==> src/rtl/instr_fetch_unit.sv <==
// Instruction fetch: fetch PC, single-outstanding imem request FSM, and an {instr, PC} buffer to decode.
// Optional build macro FETCH_MISALIGN_CHECK_EN adds Fetch_Misaligned_o and halts fetch on a misaligned redirect.
module instr_fetch_unit #(
   parameter logic [31:0] RESET_PC   = 32'h0040_0000,
   parameter int          FIFO_DEPTH = 2
) (
   input  logic        clk,
   input  logic        reset,
   input  logic        Redirect_i,
   input  logic [31:0] Redirect_PC_i,
   output logic        Imem_Req_o,
   output logic [31:0] Imem_Addr_o,
   input  logic        Imem_Ack_i,
   input  logic        Imem_Rvalid_i,
   input  logic [31:0] Imem_Rdata_i,
   output logic        Instr_Valid_o,
   output logic [31:0] Instr_o,
   output logic [31:0] Instr_PC_o,
   input  logic        Instr_Ready_i
`ifdef FETCH_MISALIGN_CHECK_EN
   ,
   output logic        Fetch_Misaligned_o
`endif
);
   localparam int PTR_W = (FIFO_DEPTH > 1) ? $clog2(FIFO_DEPTH) : 1;
   localparam int CNT_W = PTR_W + 1;
   localparam logic [CNT_W-1:0] DEPTH_C = CNT_W'(FIFO_DEPTH);

   typedef enum logic [1:0] {S_IDLE, S_WAIT, S_DROP} state_t;

   state_t             state_q, state_d;
   logic [31:0]        pc_q, pc_d;
   logic [31:0]        req_pc_q;
   logic [PTR_W-1:0]   rd_ptr_q, rd_ptr_d, wr_ptr_q, wr_ptr_d;
   logic [CNT_W-1:0]   count_q, count_d;
   logic               halted_q, halted_d;
   logic [31:0]        fifo_instr_q [FIFO_DEPTH];
   logic [31:0]        fifo_pc_q    [FIFO_DEPTH];
   logic [31:0]        redir_pc;
   logic               redir_bad;
   logic               issue, push, pop;

`ifdef FETCH_MISALIGN_CHECK_EN
   assign redir_pc           = Redirect_PC_i;
   assign redir_bad          = (Redirect_PC_i[1:0] != 2'b00);
   assign Fetch_Misaligned_o = halted_q;
`else
   logic unused_pc_bits;
   assign redir_pc       = {Redirect_PC_i[31:2], 2'b00};
   assign redir_bad      = 1'b0;
   assign unused_pc_bits = ^Redirect_PC_i[1:0];
`endif

   always_comb begin
      Imem_Req_o    = !reset && !Redirect_i && !halted_q &&
                      (state_q == S_IDLE) && (count_q < DEPTH_C);
      Imem_Addr_o   = pc_q;
      Instr_Valid_o = !reset && !Redirect_i && (count_q != '0);
      Instr_o       = '0;
      Instr_PC_o    = '0;
      if (!reset && (count_q != '0)) begin
         Instr_o    = fifo_instr_q[rd_ptr_q];
         Instr_PC_o = fifo_pc_q[rd_ptr_q];
      end

      issue = Imem_Req_o && Imem_Ack_i;
      push  = (state_q == S_WAIT) && Imem_Rvalid_i && !Redirect_i;
      pop   = Instr_Valid_o && Instr_Ready_i;

      state_d  = state_q;
      pc_d     = pc_q;
      rd_ptr_d = rd_ptr_q;
      wr_ptr_d = wr_ptr_q;
      count_d  = count_q;
      halted_d = halted_q;

      if (Redirect_i) begin
         // Flush wins over everything; a response still in flight must be swallowed in DROP.
         pc_d     = redir_pc;
         rd_ptr_d = '0;
         wr_ptr_d = '0;
         count_d  = '0;
         halted_d = halted_q | redir_bad;
         unique case (state_q)
            S_WAIT:  state_d = Imem_Rvalid_i ? S_IDLE : S_DROP;
            S_DROP:  state_d = Imem_Rvalid_i ? S_IDLE : S_DROP;
            default: state_d = S_IDLE;
         endcase
      end else begin
         if (push) wr_ptr_d = wr_ptr_q + 1'b1;
         if (pop)  rd_ptr_d = rd_ptr_q + 1'b1;
         if (push && !pop)      count_d = count_q + 1'b1;
         else if (!push && pop) count_d = count_q - 1'b1;
         unique case (state_q)
            S_IDLE: begin
               if (issue) begin
                  pc_d    = pc_q + 32'd4;
                  state_d = S_WAIT;
               end
            end
            S_WAIT:  if (Imem_Rvalid_i) state_d = S_IDLE;
            S_DROP:  if (Imem_Rvalid_i) state_d = S_IDLE;
            default: state_d = S_IDLE;
         endcase
      end
   end

   always_ff @(posedge clk) begin
      if (reset) begin
         state_q  <= S_IDLE;
         pc_q     <= RESET_PC;
         rd_ptr_q <= '0;
         wr_ptr_q <= '0;
         count_q  <= '0;
         halted_q <= 1'b0;
      end else begin
         state_q  <= state_d;
         pc_q     <= pc_d;
         rd_ptr_q <= rd_ptr_d;
         wr_ptr_q <= wr_ptr_d;
         count_q  <= count_d;
         halted_q <= halted_d;
      end
   end

   // Buffer contents carry no reset; the head is only exposed while count is nonzero.
   always_ff @(posedge clk) begin
      if (push) begin
         fifo_instr_q[wr_ptr_q] <= Imem_Rdata_i;
         fifo_pc_q[wr_ptr_q]    <= req_pc_q;
      end
      if (issue) req_pc_q <= pc_q;
   end
endmodule
==> config.mk <==
export PLATFORM = sky130hd
export DESIGN_NAME = instr_fetch_unit
export DESIGN_NICKNAME = d
export VERILOG_FILES = /design/src/rtl/instr_fetch_unit.sv
export SDC_FILE = /design/constraint.sdc
export NUM_CORES = 1
export LEC_CHECK = 0
export CORE_ASPECT_RATIO = 0.75
export CORE_MARGIN = 2
export CORE_UTILIZATION = 46
export CTS_CLUSTER_DIAMETER = 50
export DETAILED_ROUTE_END_ITERATION = 10
export HOLD_SLACK_MARGIN = 0.08
export MAX_ROUTING_LAYER = met4
export PLACE_DENSITY_LB_ADDON = 0.05
export REMOVE_ABC_BUFFERS = 1
export SYNTH_ARGS = -nofsm -noshare
export SYNTH_HDL_FRONTEND = slang
export SYNTH_SLANG_ARGS = --single-unit
==> constraint.sdc <==
create_clock -name clk -period 3.96 [get_ports clk]
set_input_delay 0.594 -clock clk [delete_from_list [all_inputs] [get_ports clk]]
set_output_delay 0.594 -clock clk [all_outputs]
set_load 0.05 [all_outputs]
==> results of run 1 <==
## synthesized netlist by cell type, drive strengths merged, types with 4 or more instances
library cell / n / share of area
a211oi: 5 / 0.0048
nor3: 9 / 0.0057
nand4: 12 / 0.014
or4: 8 / 0.0076
a31oi: 13 / 0.010
ha: 4 / 0.0064
edfxtp: 154 / 0.59
nor2: 80 / 0.038
inv: 11 / 0.0053
o311ai: 10 / 0.011
and4: 5 / 0.0056
xnor2: 5 / 0.0056
a21oi: 6 / 0.0038
nand2: 26 / 0.012
xor2: 4 / 0.0045
o21ai: 6 / 0.0038
clkbuf: 24 / 0.011
o221ai: 4 / 0.0045
buf: 14 / 0.010
dfxtp: 37 / 0.094
mux2i: 62 / 0.079
or3: 14 / 0.011
and2: 7 / 0.0056
o211ai: 6 / 0.0057
and3: 7 / 0.0056
nand3: 14 / 0.0089
## sequential cells by signal, indices dropped and copies added (netlist names), named ones only
name,cells
state_q,2
fifo_instr_q,64
rd_ptr_q,1
wr_ptr_q,1
Imem_Addr_o,30
fifo_pc_q,60
count_q,2
req_pc_q,30
## worst max-delay path: cells and delay by family
| family | cells | cell delay [ns] |
|---|---|---|
| buffers and inverters | 4 | 1.32 |
| AOI/OAI and AO/OA | 1 | 0.44 |
| and+or+nand+nor | 1 | 0.12 |
## worst paths after layout
kind           startpoint               end  cells after the start
max                 reset     Instr_PC_o[2]                      6
min          req_pc_q[15]  fifo_pc_q[1][15]                      0
max reg2reg    state_q[0]   Imem_Addr_o[21]                      8
min reg2reg  req_pc_q[15]  fifo_pc_q[1][15]                      0
## cell type report
type,instances,area share
timing repair buffer,172,0.198
clock inverter,15,0.0130
inverter,12,0.00434
tap,215,0.0252
multi-input combinational,343,0.217
sequential,191,0.503
clock buffer,17,0.0399
## layer usage
metal,track usage,routed length [um],vias up
li1,-,-,2531
met1,0.273,7970,2570
met2,0.318,8450,199
met3,0.0398,1120,17
met4,0.0642,233,0
met5,-,0,-
## kinds of logic after synthesis
group / count (synthesis) / share of synthesized area
buf+inv: 50 / 0.0274
xor+xnor: 9 / 0.0100
flops: 191 / 0.683
compound gates: 73 / 0.0702
other cells: 1 / 0.000477
simple gates: 191 / 0.124
mux: 62 / 0.0790
fa+ha+maj: 4 / 0.00637
## where the power goes
part           internal [uW]  leakage (uW)  switching [uW]  total, uW
Combinational            133       0.00152             176        309
Clock                    876      0.000274             738       1610
Sequential              2200       0.00170            45.3       2240
Total                   3210       0.00349             959       4160
## metrics by stage
stage	instance area [sq um]	hold slack, ns	setup WS (ns)	total power, uW
6_report	10700	0.446	0.828	4160
5_1_grt	10700	0.454	0.734	4300
3_5_place_dp	10100	0.430	0.826	2590
3_3_place_gp	10100	0.424	0.855	2590
2_1_floorplan	7700	0.421	-0.414	2420
4_1_cts	10700	0.446	0.817	4190
==> key figures, run 1 <==
Power and ir drop
  – Power density over the cells: 390 nW/um^2
  – Leakage: 0.00349 uW
  – VDD IR max: approximately 0.28 mV

Global routing
  – Largest net degree at the start of global routing: 63
  – Number of antenna violations at the first check in global routing: 0
  – Vias in the first global route: 5046
  – GRT Util Overall: 0.204
  – Gr ovfl total: 0
  – First-pass GRT wire length: 27200 um

Setup path
  – Slowest stage delay, CP: between 0.4 and 0.5 ns
  – Crit path kind: input port to output pin
  – Reg-to-reg slack, setup: 1.41 ns
  – CP cell instances: clkdlybuf4s50_1 -> buf_4 -> o21bai_4 -> buf_12 -> nor2_1 -> buf_12
  – Most used cell, CP: buf_12
  – Crit. End Element: output pin
  – Worst Path Required: around 3.4 ns
  – Critical Path AT: 2.54 ns
  – Type of origin of the critical path: input port
  – Critical Path Slowest Stage Cell: clkdlybuf4s50_1
  – CP max FO: 37

Floorplanning
  – Total core area: 16800 sq um
  – Die width: 155 um
  – Die area: 18200 sq um
  – Initial Utilization: 0.468
  – Vert. Die Dim: 117 um
  – Rows: 41
  – Io pins: 168

Drt
  – Total wire length: 17800 um
  – Vias: 5317
  – Antenna violation net count after detailed routing: 0
  – Via density: between 5 and 6
  – Initial DRT Pass Iterations: 4
  – Remaining DRCs: 0
  – Initial detailed-routing violation count: between 300 and 400
  – DR WL/cell: 18.4 um

Placed design
  – RD Place Congestion: 0.866
  – PortBufs: around 160
  – DP Cell Count: a little over 900
  – Hpwl dp: 11600 um

Logic synthesis
  – Flops & latches, synth: 191
  – Synth unique cells: 52
  – Synthesized instance count: 581
  – Fraction of registers with async set/reset: 0
  – Post-synthesis cell area: 7860 sq um
  – Ys Warns: 0
  – Dominant synthesized flop cell: edfxtp_1
  – Post-synth EDFFs: 154
  – Synthesized area per cell: 13.5 sq um
  – Seq/Total Area, Yosys: 0.683

Flow run
  – Maxcap violations: 0

Finish
  – Antenna cells: 0
  – Final #Nets: 811
  – Fill cell count: 1243
  – Area Overhead vs Synth: 35.8%
  – Register area: 5370 sq um
  – Final core utilization: 0.636
  – Multi-input gate area: ~2300 sq um
  – Commonest non-fill, non-tap cell in the layout: edfxtp_1
  – Fin cells: between 900 and 1000
  – Commonest cells after routing, fill and taps aside: edfxtp_1, clkdlybuf4s50_1, nor2_1
  – Share of layout cells above drive strength 1: 0.157

STA
  – Setup TNS: 0 ns
  – Final Max Tran Viols: 0
  – Final setup viols: 0
  – Period minus WS final: 3.13 ns
  – Final Hold Fails: 0
  – Clock skew after layout: 0.00836 ns
  – Pin slew with the least headroom to its limit: approximately 1.1 ns
  – Unrepaired setup endpoints after global routing: no
  – Final period util: 0.791
  – Fmax: ~320 MHz
  – Rel. slew slack: 0.238

Clock tree
  – CTS hold repair buffers: 0
  – CTS resizes: 0
  – H-tree Lvls: 4
  – CTS tree: yes
  – Worst-path clk slew: 0.06 ns
  – Max Buffers Root-to-Sink: 2
  – Post-CTS Repair Setup Buffers: 0
  – Worst-Skew Late Latency: around 0.42 ns
  – Root buffer cell: clkbuf_16
  – # clock sinks: 191
  – CTS Buf Count: 17

Status
  – Status: finished clean

Hold path
  – Worst Hold Class: flop to flop
(Power assumes the default switching activity.)
==> run 2: changes to the inputs <==
--- a/config.mk
+++ b/config.mk
@@ -7,7 +7,7 @@
 export LEC_CHECK = 0
 export CORE_ASPECT_RATIO = 0.75
 export CORE_MARGIN = 2
-export CORE_UTILIZATION = 46
+export CORE_UTILIZATION = 51
 export CTS_CLUSTER_DIAMETER = 50
 export DETAILED_ROUTE_END_ITERATION = 10
 export HOLD_SLACK_MARGIN = 0.08
==> constraint.sdc (replaced) <==
create_clock -name clk -period 2.9 [get_ports clk]
set_input_delay 0.435 -clock clk [delete_from_list [all_inputs] [get_ports clk]]
set_output_delay 0.435 -clock clk [all_outputs]
set_load 0.05 [all_outputs]
==> key figures, run 2 (synthesized netlist as in run 1, its figures left out) <==
Status
  – Status: finished clean

Hold path
  – Hold EP: fifo_pc_q[1][20]
  – Worst Hold Class: flop to flop
  – Worst Hold Depth: 0
  – Worst hold path startpoint: req_pc_q[20]

Drt
  – Total wire length: 18300 um
  – Vias: 5458
  – Via density: 5.67
  – Antenna violation net count after detailed routing: 0
  – Initial detailed-routing violation count: between 500 and 600
  – DR WL/cell: around 19 um
  – Initial DRT Pass Iterations: 5
  – Remaining DRCs: 0

Setup path
  – R2r endpoint: Imem_Addr_o[9]
  – Reg-to-reg slack, setup: 0.53 ns
  – CP cell instances: inv_1 -> ha_1 -> or4b_4 -> clkinv_2 -> buf_4 -> buf_12
  – Critical Path Slowest Stage Cell: or4b_4
  – Slowest stage delay, CP: 0.49 ns
  – Type of origin of the critical path: flop
  – Crit. End Element: output pin
  – Reg-to-reg startpoint: state_q[1]
  – CP max FO: 9
  – Cells on worst reg2reg path: 9
  – Critical Path AT: 1.98 ns
  – Crit path kind: flop to output pin
  – Worst Path Required: 2.47 ns

Finish
  – Top Registers: fifo_instr_q x64, fifo_pc_q x60
  – Commonest non-fill, non-tap cell in the layout: edfxtp_1
  – Antenna cells: 0
  – Share of layout cells above drive strength 1: 0.161
  – Commonest cells after routing, fill and taps aside: edfxtp_1, clkdlybuf4s50_1, nor2_1
  – Largest register FFs: 64
  – Biggest register: fifo_instr_q
  – Fill cell count: 1020
  – Area Overhead vs Synth: 39.7%
  – Final #Nets: approximately 820

STA
  – Final setup viols: 0
  – Final Hold Fails: 0
  – Period minus WS final: 2.42 ns
  – Final Max Tran Viols: 0
  – Final hold slack: around 0.44 ns
  – Unrepaired setup endpoints after global routing: no
  – Rel. slew slack: 0.408
  – Fmax: 414 MHz
  – Final period util: 0.833
  – Setup TNS: 0 ns
  – Clock skew after layout: 0.00980 ns
  – Pin slew with the least headroom to its limit: 0.888 ns

Clock tree
  – Worst-path clk slew: 0.07 ns
  – CTS tree: yes
  – CTS resizes: 0
  – Root buffer cell: clkbuf_16
  – Max Buffers Root-to-Sink: 2
  – Post-CTS Repair Setup Buffers: 0
  – H-tree Lvls: 4
  – CTS Buf Count: 17
  – Worst-Skew Late Latency: between 0.4 and 0.5 ns
  – CTS hold repair buffers: 0
  – # clock sinks: 191

Placed design
  – RD Place Congestion: around 0.85
  – PortBufs: about 160
  – Hpwl dp: 12000 um

Power and ir drop
  – Int Power: 4500 uW
  – Sw Ratio: 0.222
  – Combinational power share: 0.074
  – Clock Power Share: 0.396
  – VDD IR max: 0.400 mV
  – Leakage: around 0.0036 uW
  – Power density over the cells: 527 nW/um^2
  – Switching power: 1290 uW
  – Register share of total power: 0.530
  – Total power: 5780 uW

Flow run
  – Maxcap violations: 0

Global routing
  – Largest net degree at the start of global routing: between 60 and 70
  – Vias in the first global route: about 5500
  – GRT Util Overall: 0.234
  – First-pass GRT wire length: 28700 um
  – Gr ovfl total: 0
  – Number of antenna violations at the first check in global routing: 0

Floorplanning
  – Die width: about 150 um
  – Vert. Die Dim: 112 um
  – Initial Utilization: 0.520
  – Io pins: roughly 170
  – Die area: between 15000 and 20000 sq um
  – Rows: 39
  – Total core area: 15100 sq um
-- run 2: worst max path at each step --
stage | start | endpoint | slack [ns] | cells past startpoint
global placement | reset | Imem_Addr_o[9] | 0.25 | 8
CTS | state_q[1] | Imem_Req_o | 0.48 | 6
floorplan | Redirect_i | fifo_instr_q[0][0] | -1.32 | 3
global route | state_q[1] | Imem_Req_o | 0.40 | 6
detailed placement | reset | Imem_Addr_o[9] | 0.18 | 8
finish | state_q[1] | Imem_Req_o | 0.48 | 6
-- run 2: power by group through the flow --
stage / Combinational (uW) / Clock, uW / Sequential [uW]
final: 429 / 2290 / 3060
after global routing: 452 / 2440 / 3070
after CTS: 428 / 2330 / 3060
after floorplan: 108 / 0 / 3190
after detailed placement: 424 / 0 / 3120
after global placement: 416 / 0 / 3120
-- run 2: routing by layer --
metal,share of wire,track usage
met5,0,-
met4,0.013,0.0756
met3,0.072,0.0541
met2,0.47,0.365
met1,0.44,0.307
-- run 2: worst max-delay path, delay by kind of cell (launching register included) --
family / cells / cell delay [ns]
flops: 1 / 0.30
fa+ha+maj: 1 / 0.21
simple gates: 1 / 0.49
buf+inv: 4 / 0.55
-- run 2: layout make-up --
class	count	area, sq um	area share
tap	205	256	0.0234
inverter	12	46.3	0.00422
multi-input combinational	343	2310	0.211
sequential	191	5370	0.489
timing repair buffer	179	2410	0.220
clock inverter	7	73.8	0.00673
clock buffer	25	507	0.0462
-- run 2: metrics by stage --
stage          utilization  cell area [sq um]  std cells  worst slack, ns
5_1_grt              0.726              11000        962            0.400
2_1_floorplan            -               7700        546            -1.32
3_5_place_dp         0.687              10400        930            0.180
4_1_cts              0.726              11000        962            0.484
6_report             0.726              11000        962            0.483
3_3_place_gp         0.687              10400        930            0.246
==> run 3: changes to the inputs <==
--- a/config.mk
+++ b/config.mk
@@ -7,7 +7,7 @@
 export LEC_CHECK = 0
 export CORE_ASPECT_RATIO = 0.75
 export CORE_MARGIN = 2
-export CORE_UTILIZATION = 51
+export CORE_UTILIZATION = 46
 export CTS_CLUSTER_DIAMETER = 50
 export DETAILED_ROUTE_END_ITERATION = 10
 export HOLD_SLACK_MARGIN = 0.08
==> constraint.sdc (replaced) <==
create_clock -name clk -period 2.2 [get_ports clk]
set_input_delay 0.33 -clock clk [delete_from_list [all_inputs] [get_ports clk]]
set_output_delay 0.33 -clock clk [all_outputs]
set_load 0.05 [all_outputs]
==> key figures, run 3 (synthesized netlist as in run 1, its figures left out) <==
Status
  – Status: finished clean

Setup path
  – Crit path kind: flop to output pin
  – Type of origin of the critical path: flop
  – Critical Path Slowest Stage Cell: or4b_4
  – CP max FO: 5
  – Slowest stage delay, CP: 0.50 ns
  – CP cell instances: inv_2 -> ha_4 -> or4b_4 -> clkinv_4 -> buf_6 -> buf_12
  – Critical Path AT: 1.83 ns
  – Buf/Inv on CP: 4
  – Crit path max-delay family: simple AND/OR/NAND/NOR gates
  – Reg-to-reg startpoint: state_q[0]
  – Critical Path Start: state_q[0]
  – Worst Path Required: 1.87 ns
  – Crit. End Element: output pin

Power and ir drop
  – Register share of total power: 0.524
  – Int Power: 5920 uW
  – VDD IR max: roughly 0.49 mV
  – Switching power: about 1700 uW
  – Power density over the cells: 683 nW/um^2
  – Leakage: 0.00379 uW
  – Combinational power share: 0.084
  – Clock Power Share: 0.391
  – Sw Ratio: 0.227
  – Total power: about 7700 uW

Finish
  – Fin cells: 1013
  – Commonest non-fill, non-tap cell in the layout: edfxtp_1
  – Biggest register: fifo_instr_q
  – Area Overhead vs Synth: 42.7%
  – Final #Nets: roughly 860
  – Post-route cell area: 11200 sq um
  – Commonest cells after routing, fill and taps aside: edfxtp_1, clkdlybuf4s50_1, nor2_1
  – Fill cell count: about 1200
  – Top Registers: fifo_instr_q x64, fifo_pc_q x60
  – Largest register FFs: 64
  – Share of layout cells above drive strength 1: 0.216

Hold path
  – Worst hold path startpoint: req_pc_q[16]
  – Worst Hold Class: flop to flop

Floorplanning
  – Die width: 155 um
  – Io pins: about 170
  – Total core area: 16800 sq um
  – Vert. Die Dim: between 100 and 150 um
  – Die area: 18200 sq um
  – Rows: 41
  – Initial Utilization: 0.468

Clock tree
  – # clock sinks: 191
  – Max Buffers Root-to-Sink: 2
  – H-tree Lvls: 4
  – CTS Buf Count: 17
  – Worst-path clk slew: 0.07 ns
  – Root buffer cell: clkbuf_16
  – CTS hold repair buffers: 0
  – Worst-Skew Late Latency: 0.43 ns
  – CTS tree: yes

Drt
  – Initial DRT Pass Iterations: 5
  – DR WL/cell: 18.4 um
  – Via density: 5.47
  – Vias: roughly 5500
  – Total wire length: 18600 um
  – Antenna violation net count after detailed routing: 0
  – Remaining DRCs: 0
  – Initial detailed-routing violation count: about 430

STA
  – Final Hold Fails: 0
  – Setup TNS: 0 ns
  – Final period util: 0.983
  – Fmax: 462 MHz
  – Pin slew with the least headroom to its limit: between 0.6 and 0.7 ns
  – Period minus WS final: 2.16 ns
  – Final setup viols: 0
  – Final Max Tran Viols: 0
  – Unrepaired setup endpoints after global routing: no
  – Rel. slew slack: 0.562
  – Clock skew after layout: 0.0151 ns

Global routing
  – Gr ovfl total: 0
  – Number of antenna violations at the first check in global routing: 0
  – First-pass GRT wire length: 28300 um
  – Largest net degree at the start of global routing: 39
  – Vias in the first global route: 5344
  – GRT Util Overall: 0.212

Placed design
  – PortBufs: 161
  – Cell Area, Placed: ~10000 sq um
  – DP Cell Count: 972
  – RD Place Congestion: 0.888
  – Hpwl dp: 12600 um

Flow run
  – Maxcap violations: 0
## run 3: final cells by class
class	count	area, sq um	area share
sequential	191	5370	0.479
timing repair buffer	219	2590	0.231
multi-input combinational	343	2350	0.210
clock buffer	18	429	0.0383
tap	215	269	0.0240
clock inverter	14	141	0.0126
inverter	12	55.1	0.00491
antenna	1	2.50	0.000223
## run 3: final timing paths
check / endpoint / slack (ns) / cells past startpoint
hold / removal: fifo_pc_q[0][16] / 0.44 / 0
hold reg to reg: fifo_pc_q[0][16] / 0.44 / 0
setup / recovery: Imem_Req_o / 0.04 / 6
setup reg to reg: Imem_Addr_o[30] / 0.07 / 7
## run 3: routing by layer
metal  GRT usage  share of wire
met1       0.292           0.46
met2       0.325           0.47
met3      0.0405          0.059
met4      0.0623          0.012
met5           -              0
## run 3: timing repair
action | CTS | global route
gates resized for setup | 6 | 14
pin swaps | 0 | 1
setup buffers | 0 | 7
cloned | 0 | 1
setup endpoints to repair | 4 | 31
## run 3: power by group through the flow
| stage | registers [uW] | clock network, uW | logic (uW) |
|---|---|---|---|
| 6_report | 4010 | 3000 | 645 |
| 3_3_place_gp | 4090 | 0 | 608 |
| 5_1_grt | 4020 | 3190 | 679 |
| 4_1_cts | 4010 | 3060 | 625 |
| 2_1_floorplan | 4210 | 0 | 143 |
| 3_5_place_dp | 4090 | 0 | 618 |
## run 3: per-stage QoR
step / util / hold WS (ns) / setup slack, ns
final: 0.668 / 0.439 / 0.0374
after detailed placement: 0.625 / 0.430 / -0.275
after global placement: 0.625 / 0.425 / -0.218
after floorplan: - / 0.399 / -1.91
after global routing: 0.668 / 0.452 / 0.000298
after CTS: 0.660 / 0.440 / -0.0339
